### src/rtl/matmul_sequencer.sv
// matmul_sequencer: streams in two NxN byte matrices (A then B, row-major),
// issues one row/column pair at a time to an external dot-product engine,
// collects the NxN results and streams C back out row-major.
// Optional build macro MATMUL_SEQ_TIMEOUT_EN adds a per-request response
// timeout that substitutes 0 for the missing element and sets a sticky err.
module matmul_sequencer #(
  parameter int N       = 3,
  parameter int TIMEOUT = 15
) (
  input  logic           clk,
  input  logic           rst,
  input  logic           in_valid,
  input  logic [7:0]     in_data,
  output logic           in_ready,
  output logic           out_valid,
  output logic [7:0]     out_data,
  input  logic           out_ready,
  output logic [N*8-1:0] dp_row,
  output logic [N*8-1:0] dp_col,
  output logic           dp_valid,
  input  logic [7:0]     dp_result,
  input  logic           dp_result_valid,
  output logic           busy,
  output logic           err
);

  localparam int NN = N * N;
  localparam int IW = (NN > 1) ? $clog2(NN) : 1;
  localparam logic [IW-1:0] LAST_IDX = IW'(NN - 1);
  localparam logic [IW-1:0] LAST_J   = IW'(N - 1);
  localparam logic [IW-1:0] ROW_STEP = IW'(N);

  typedef enum logic [2:0] {LOAD_A, LOAD_B, ISSUE, WAIT, UNLOAD} state_t;

  state_t        state_q, state_d;
  // Flat element index: load position, current (i,j) result slot, or unload position.
  logic [IW-1:0] cnt_q, cnt_d;
  // i*N for the current row and j for the current column, kept separately so the
  // operand muxes need no multiplier.
  logic [IW-1:0] row_base_q, row_base_d;
  logic [IW-1:0] j_q, j_d;

  logic [7:0] a_q [NN];
  logic [7:0] b_q [NN];
  logic [7:0] c_q [NN];
  logic       a_we, b_we, c_we;
  logic [7:0] c_wdata;
  logic       accept;

`ifdef MATMUL_SEQ_TIMEOUT_EN
  localparam int TW = $clog2(TIMEOUT + 1);
  logic [TW-1:0] timer_q, timer_d;
  logic          err_q, err_d;
  logic          expire;

  // Timeout fires on the TIMEOUT-th WAIT cycle after the request.
  assign expire = (timer_q == TW'(TIMEOUT - 1));
  assign err    = err_q;

  // Timer and sticky error flag.
  always_ff @(posedge clk) begin
    if (rst) begin
      timer_q <= '0;
      err_q   <= 1'b0;
    end else begin
      timer_q <= timer_d;
      err_q   <= err_d;
    end
  end
`else
  assign err = 1'b0;
`endif

  // State and counter registers; storage is deliberately left out of reset.
  always_ff @(posedge clk) begin
    if (rst) begin
      state_q    <= LOAD_A;
      cnt_q      <= '0;
      row_base_q <= '0;
      j_q        <= '0;
    end else begin
      state_q    <= state_d;
      cnt_q      <= cnt_d;
      row_base_q <= row_base_d;
      j_q        <= j_d;
    end
  end

  // Operand and result storage writes.
  always_ff @(posedge clk) begin
    if (a_we) a_q[cnt_q] <= in_data;
    if (b_we) b_q[cnt_q] <= in_data;
    if (c_we) c_q[cnt_q] <= c_wdata;
  end

  // Operand vectors for the current (i,j); they only move when a result is accepted.
  for (genvar gi = 0; gi < N; gi++) begin : g_dp
    assign dp_row[gi*8 +: 8] = a_q[row_base_q + IW'(gi)];
    assign dp_col[gi*8 +: 8] = b_q[j_q + IW'(gi * N)];
  end

  assign in_ready  = (state_q == LOAD_A) || (state_q == LOAD_B);
  assign out_valid = (state_q == UNLOAD);
  assign out_data  = c_q[cnt_q];
  assign dp_valid  = (state_q == ISSUE);
  assign busy      = (state_q != LOAD_A);

  // Next-state, counter and write-enable logic.
  always_comb begin
    state_d    = state_q;
    cnt_d      = cnt_q;
    row_base_d = row_base_q;
    j_d        = j_q;
    a_we       = 1'b0;
    b_we       = 1'b0;
    c_we       = 1'b0;
    c_wdata    = dp_result;
`ifdef MATMUL_SEQ_TIMEOUT_EN
    timer_d    = timer_q;
    err_d      = err_q;
    accept     = dp_result_valid || expire;
`else
    accept     = dp_result_valid;
`endif
    case (state_q)
      LOAD_A: begin
        if (in_valid) begin
          a_we = 1'b1;
          if (cnt_q == LAST_IDX) begin
            cnt_d   = '0;
            state_d = LOAD_B;
          end else begin
            cnt_d = cnt_q + IW'(1);
          end
        end
      end
      LOAD_B: begin
        if (in_valid) begin
          b_we = 1'b1;
          if (cnt_q == LAST_IDX) begin
            cnt_d      = '0;
            row_base_d = '0;
            j_d        = '0;
            state_d    = ISSUE;
          end else begin
            cnt_d = cnt_q + IW'(1);
          end
        end
      end
      ISSUE: begin
`ifdef MATMUL_SEQ_TIMEOUT_EN
        timer_d = '0;
`endif
        state_d = WAIT;
      end
      WAIT: begin
`ifdef MATMUL_SEQ_TIMEOUT_EN
        timer_d = timer_q + TW'(1);
        // A result landing on the expiry cycle takes priority over the timeout.
        if (!dp_result_valid) begin
          c_wdata = 8'd0;
          if (expire) err_d = 1'b1;
        end
`endif
        if (accept) begin
          c_we = 1'b1;
          if (cnt_q == LAST_IDX) begin
            cnt_d      = '0;
            row_base_d = '0;
            j_d        = '0;
            state_d    = UNLOAD;
          end else begin
            cnt_d   = cnt_q + IW'(1);
            state_d = ISSUE;
            if (j_q == LAST_J) begin
              j_d        = '0;
              row_base_d = row_base_q + ROW_STEP;
            end else begin
              j_d = j_q + IW'(1);
            end
          end
        end
      end
      UNLOAD: begin
        if (out_ready) begin
          if (cnt_q == LAST_IDX) begin
            cnt_d   = '0;
            state_d = LOAD_A;
          end else begin
            cnt_d = cnt_q + IW'(1);
          end
        end
      end
      default: state_d = LOAD_A;
    endcase
  end

endmodule

### config.mk
export PLATFORM = sky130hd
export DESIGN_NAME = matmul_sequencer
export DESIGN_NICKNAME = d
export VERILOG_FILES = /design/src/rtl/matmul_sequencer.sv
export SDC_FILE = /design/constraint.sdc
export NUM_CORES = 1
export LEC_CHECK = 0
export BUFFER_PORTS_ARGS = -buffer_cell sky130_fd_sc_hd__buf_2
export CAP_MARGIN = 20
export CORE_ASPECT_RATIO = 0.75
export CORE_MARGIN = 2
export CORE_UTILIZATION = 61
export DETAILED_ROUTE_END_ITERATION = 12
export GPL_ROUTABILITY_DRIVEN = 0
export PLACE_DENSITY = 0.8
export SLEW_MARGIN = 0
export SYNTH_ARGS = -nofsm -noshare
export SYNTH_HDL_FRONTEND = slang
export SYNTH_SLANG_ARGS = --single-unit
### constraint.sdc
create_clock -name clk -period 3.4 [get_ports clk]
set_input_delay 0 -clock clk [delete_from_list [all_inputs] [get_ports clk]]
set_output_delay 0 -clock clk [all_outputs]
set_load 0.01 [all_outputs]
==> results of run 1 <==
-- worst max path at each step --
stage | startpoint | to | slack [ps] | cells past startpoint
floorplan | j_q[0] | dp_col[14] | 790 | 10
detailed placement | state_q[1] | c_q[5][2] | 930 | 2
global placement | j_q[1] | dp_col[8] | 1040 | 8
CTS | j_q[1] | dp_col[8] | 410 | 8
global route | row_base_q[0] | dp_row[15] | 220 | 6
finish | row_base_q[1] | dp_row[15] | 390 | 7
-- metrics by stage --
step                      hold WS, ps  instance area (um^2)  cells  setup slack, ps
after floorplan                  98.9                 11900    741              794
final                             137                 13500   1113              385
after detailed placement          303                 12600   1050              926
after CTS                         102                 13500   1112              406
after global routing              164                 13500   1113              219
after global placement            288                 12600   1050             1040
-- layout make-up --
type,instances,area [um^2],share of cell area (%)
clock inverters,4,37.5,0.278
inverters,12,45.0,0.334
flip-flops and latches,243,7030,52.0
repair buffers,125,803,5.95
multi-input cells,436,4570,33.9
well taps,253,317,2.34
clock buffers,40,701,5.19
-- sequential cells by signal, summed over array words and instances (netlist names), named ones only --
name and flops:
a_q 72, b_q 72, c_q 72, cnt_q 4, j_q 4, row_base_q 4
state_q 3
-- critical path: stages (launching register included) --
cell and delay (ps):
dfxtp_1 330, buf_4 310, inv_1 110, ha_1 880, mux4_2 360, mux2i_1 70
a21oi_1 260, buf_2 180
-- synth_stat cells, drive strengths merged, types with 2 or more instances --
| cell type | instances |
|---|---|
| edfxtp | 216 |
| mux4 | 112 |
| nand2 | 70 |
| mux2i | 58 |
| o21ai | 51 |
| nor2 | 43 |
| buf | 40 |
| dfxtp | 27 |
| a21oi | 22 |
| ha | 15 |
| inv | 12 |
| clkbuf | 10 |
| nor3 | 6 |
| nand3 | 5 |
| o31ai | 5 |
| a311oi | 4 |
| xor2 | 4 |
| a211oi | 3 |
| nand2b | 3 |
| nand3b | 3 |
| nor2b | 3 |
| a21o | 2 |
| a31oi | 2 |
| and3 | 2 |
| nor3b | 2 |
| nor4 | 2 |
| o211a | 2 |
| o211ai | 2 |
| or3 | 2 |
| or4 | 2 |
| xnor2 | 2 |
-- routing by layer --
layer  track usage, %  share of wire [%]  up-vias
met5                0                  0        -
met4             7.57                2.2        0
met3             4.84                9.6       54
met2             42.9                 48      409
met1             41.3                 40     3774
li1                 -                  -     3172
-- power breakdown --
group	switching [uW]	internal, uW
Combinational	121	96.7
Sequential	21.4	3270
Clock	1060	1410
Total	1200	4770
-- kinds of logic after synthesis --
logic type | Yosys count | synth area share [%]
compound gates | 98 | 4.86
xor+xnor | 6 | 0.568
fa+ha+maj | 15 | 1.58
buf+inv | 62 | 2.48
flops | 243 | 59.1
mux | 170 | 26.1
other cells | 1 | 0.0315
simple gates | 146 | 5.32
==> impl_results.md, run 1 <==
* Status: complete, no violations
* Rows at 44
* Period utilization at 88.7%
* Final nets at 878
* Synth warn at 0
* RSZ-0062 raised after global routing: false
* Routed vias at 7409
* Setup TNS at 0 ps
* DP HPWL at 17.8 mm
* TritonCTS buffer count at 24
* Vias in the first global route at 7564
* Slack of the worst reg-to-reg path at 900 ps
* Syn Inst Count at 741
* Worst flop-to-flop path startpoint: state_q[1]
* IO Port Bufs at 80
* Hold path endpoint: state_q[0]
* Crit Path Class: flip-flop to output port
* Core ar. at 19200 um^2
* Min-delay src: in_valid
* Fraction of layout cells with a size suffix above 1 at 30.0%
* DRC Markers at 0
* EDFF count, synth at 216
* Post-CTS Resized at 0
* Syn_nets at 777
* Total of max-cap violations at 0
* DR WL/cell at 24.6 um
* Clock tree sinks at 243
* Worst-Margin Slew at 1100 ps
* Synth Register Bits at 243
* Die X at 165 um
* Mapped Area at 11900 um^2
* Core Util, Final at 70.3%
* Worst setup SP type: flip-flop
* Ports at 82
* GRT Total Usage at 27.6%
* CTS tree: done
* Total power at 5980 uW
* Max Freq at 0.332 GHz
* Slew HR at 26.4%
* PwrDens at 442 nW/um^2
* Vias per std cell at 6.66
* Post-CTS setup buffers at 0
* Avg Cell Area, Syn at 16.1 um^2
* Initial drt markers at 897
* Period minus WS final at 3010 ps
* Die height at 125 um
* Critical Path Fanout Max at 20
* Synth area leaders: edfxtp_1 55%, mux4_2 21%, mux2i_1 4.9%
* Total grt overflow at 0
* Clk_lat worst skew at 510 ps
* Leak pwr at 0.00436 uW
* H-tree lvl count at 1
* CTS Hold Bufs at 18
* ANT nets after route at 0
* Distinct cell type count after synthesis at 45
* Clock Skew at 11.8 ps
* DRT Wirelength at 27.4 mm
* Setup crit end kind: output port
* R2R depth at 2
* Final setup violating endpoints at 0
* Post-synth ARST share at 0%
* Final Max Slew Viols at 0
* Fin. Hold Viols at 0
* Worst EP required at 3400 ps
* Most frequent cells in the layout: 216 x edfxtp_1, 112 x mux4_2, 80 x buf_2
* WHS Path Cells at 5
* Min-delay worst type: input port to flip-flop
* Reg2reg end: c_q[5][4]
* Synth Flop Type: edfxtp_1
* Clock tree buffer depth at 3
* Commonest non-fill, non-tap cell in the layout: edfxtp_1
* Filler cell count at 1190
* CTS clk-pin slew, worst paths at 60 ps
* First-pass DRT Iterations at 5
* Largest net degree at the start of global routing at 39
* Starting Density at 61.9%
* Die Footprint at 20600 um^2
* Antenna violations before repair at 0
* Cell taking the most area after synthesis: edfxtp_1
* Peak supply drop at 409 uV
* First-pass GRT wire length at 42.7 mm
* Synth top area share at 54.5%
* Post-synthesis sequential area ratio at 59.1%
* Clock root cell: clkbuf_16
* Diodes inserted at 0
* Area Overhead vs Synth at 13.5%
* Arrival time at the worst endpoint at 3010 ps
No activity file was read; power rests on OpenSTA's default activity.
==> run 2, diff against run 1 <==
- GPL_TIMING_DRIVEN: default -> 0
==> impl_results.md, run 2 (synthesis results as in run 1) <==
* Status: complete, no violations (unchanged)
* RSZ-0062 raised after global routing: false (unchanged)
* Cell depth of the worst setup path at 9 (was 7)
* Biggest regs: a_q x72, b_q x72, c_q x72 (unchanged)
* WHS Path Cells at 4 (was 5)
* Die Footprint at 20600 um^2 (unchanged)
* Net Switching at 1260 uW (was 1200 uW)
* Total of max-cap violations at 0 (unchanged)
* Vias in the first global route at 7628 (was 7564)
* Arrival time at the worst endpoint at 3320 ps (was 3010 ps)
* Peak supply drop at 458 uV (was 409 uV)
* First-pass DRT Iterations at 6 (was 5)
* Area Overhead vs Synth at 15.1% (was 13.5%)
* Seq pwr share at 51.8% (was 55.0%)
* CP bufs+invs at 5 (was 3)
* Final setup violating endpoints at 0 (unchanged)
* DRC Markers at 0 (unchanged)
* PwrDens at 463 nW/um^2 (was 442 nW/um^2)
* CTS clk-pin slew, worst paths at 60 ps (about the same)
* Initial drt markers at 1086 (was 897)
* DR WL/cell at 25.6 um (was 24.6 um)
* Antenna violations before repair at 0 (unchanged)
* Max Freq at 0.301 GHz (was 0.332 GHz)
* Routing usage on met1 at 43.7% (was 41.3%)
* Grt peak-use layer: met2 (unchanged)
* GR Util met2 at 43.9% (was 42.9%)
* Critical path's slowest cell: ha_2 (was ha_1)
* Leak pwr at 0.00446 uW (was 0.00436 uW)
* Rows at 44 (unchanged)
* Logic pwr share at 3.4% (was 3.6%)
* Die X at 165 um (unchanged)
* Met3 GRT Util at 5.54% (was 4.84%)
* Internal power at 5080 uW (was 4770 uW)
* Crit Path Class: flip-flop to output port (unchanged)
* CTS tree: done (unchanged)
* Worst setup SP type: flip-flop (unchanged)
* Period minus WS final at 3320 ps (was 3010 ps)
* Worst-path cell chain: clkbuf_2 > clkbuf_4 > inv_1 > ha_2 > buf_2 > mux4_2 > mux2i_1 > a21oi_1 > buf_2 (was buf_4 > inv_1 > ha_1 > mux4_2 > mux2i_1 > a21oi_1 > buf_2)
* Clock Skew at 12.8 ps (was 11.8 ps)
* GRT Total Usage at 28.9% (was 27.6%)
* Min-delay worst type: input port to flip-flop (unchanged)
* Clock tree sinks at 243 (unchanged)
* Worst EP required at 3400 ps (about the same)
* Clock Power Share at 44.8% (was 41.3%)
* ANT nets after route at 0 (unchanged)
* Setup crit end kind: output port (unchanged)
* Diodes inserted at 0 (unchanged)
* Most frequent cells in the layout: 216 x edfxtp_1, 112 x mux4_2, 89 x buf_2 (was 216 x edfxtp_1, 112 x mux4_2, 80 x buf_2)
* Starting Density at 61.9% (unchanged)
* Core ar. at 19200 um^2 (unchanged)
* Crit-path max cell delay at 500 ps (was 880 ps)
* Slew HR at 24.5% (was 26.4%)
* Ports at 82 (unchanged)
* Clock root cell: clkbuf_16 (unchanged)
* First-pass GRT wire length at 44.3 mm (was 42.7 mm)
* H-tree lvl count at 1 (unchanged)
* Period utilization at 97.6% (was 88.7%)
* Routed vias at 7746 (was 7409)
* Final Max Slew Viols at 0 (unchanged)
* R2R depth at 4 (was 2)
* DRT Wirelength at 29.0 mm (was 27.4 mm)
* Worst-Margin Slew at 1130 ps (was 1100 ps)
* Total grt overflow at 0 (unchanged)
* IO Port Bufs at 80 (unchanged)
* Fraction of layout cells with a size suffix above 1 at 30.2% (was 30.0%)
* Fin. Hold Viols at 0 (unchanged)
* TritonCTS buffer count at 24 (unchanged)
* Clock tree buffer depth at 3 (unchanged)
* Critical Path Fanout Max at 10 (was 20)
* Total power at 6330 uW (was 5980 uW)
* Die height at 125 um (unchanged)
* Clk_lat worst skew at 520 ps (was 510 ps)
* Cell mode on critical path: buf_2
* Final nets at 900 (was 878)
* Switch share at 19.9% (was 20.1%)
* Largest net degree at the start of global routing at 19 (was 39)
* Commonest non-fill, non-tap cell in the layout: edfxtp_1 (unchanged)
* DP HPWL at 19.5 mm (was 17.8 mm)
* Vias per std cell at 6.82 (was 6.66)
* Setup TNS at 0 ps (unchanged)
* CP top delay family: buffers and inverters (was adder cells)
## run 2: final timing paths
path | start | end | slack (ps)
hold / removal | dp_result_valid | state_q[1] | 30
setup / recovery | row_base_q[1] | dp_row[13] | 80
setup reg to reg | state_q[1] | a_q[4][3] | 890
hold reg to reg | cnt_q[1] | flip-flop | 580
## run 2: layout make-up
type	count	area, um^2
flip-flops and latches	243	7030
inverters	12	45.0
well taps	253	317
fillers	1171	5530
multi-input cells	436	4580
clock buffers	34	689
clock inverters	10	155
plain buffers	46	260
repair buffers	101	612
## run 2: metal layers
| layer | share of wire, % | routed length, um | vias up |
|---|---|---|---|
| met4 | 2.4 | 692 | 0 |
| met3 | 11 | 3150 | 65 |
| li1 | - | - | 3224 |
| met5 | 0 | 0 | - |
| met1 | 39 | 11400 | 3906 |
| met2 | 48 | 13800 | 551 |
## run 2: stage by stage
| stage | cells | utilization, % | worst slack, ps | hold slack (ps) | area, um^2 |
|---|---|---|---|---|---|
| after floorplan | 741 | - | 794 | 98.9 | 11900 |
| after global placement | 1074 | 65.6 | 83.7 | 269 | 12600 |
| after detailed placement | 1074 | 65.6 | 14.0 | 274 | 12600 |
| after CTS | 1134 | 71.0 | 43.4 | 4.16 | 13700 |
| after global routing | 1135 | 71.2 | 16.5 | 61.9 | 13700 |
| final | 1135 | 71.2 | 82.1 | 28.9 | 13700 |
## run 2: repair_timing
item                       CTS  global route
gates resized for setup     10             5
setup buffers                0             0
hold endpoints to repair   222             0
hold buffers                17             0
setup endpoints to repair   18            22
## run 2: power by group through the flow
stage / logic, uW / clock network (uW) / registers, uW
final: 218 / 2840 / 3280
after global routing: 238 / 2940 / 3280
after CTS: 218 / 2840 / 3280
after detailed placement: 201 / 0 / 3340
after global placement: 192 / 0 / 3340
after floorplan: 110 / 0 / 3340
## run 2: tightest hold or removal path, stage by stage
cell    delay [ps]
buf_2          140
and3_1         170
o32a_1         140
nor3_1          40
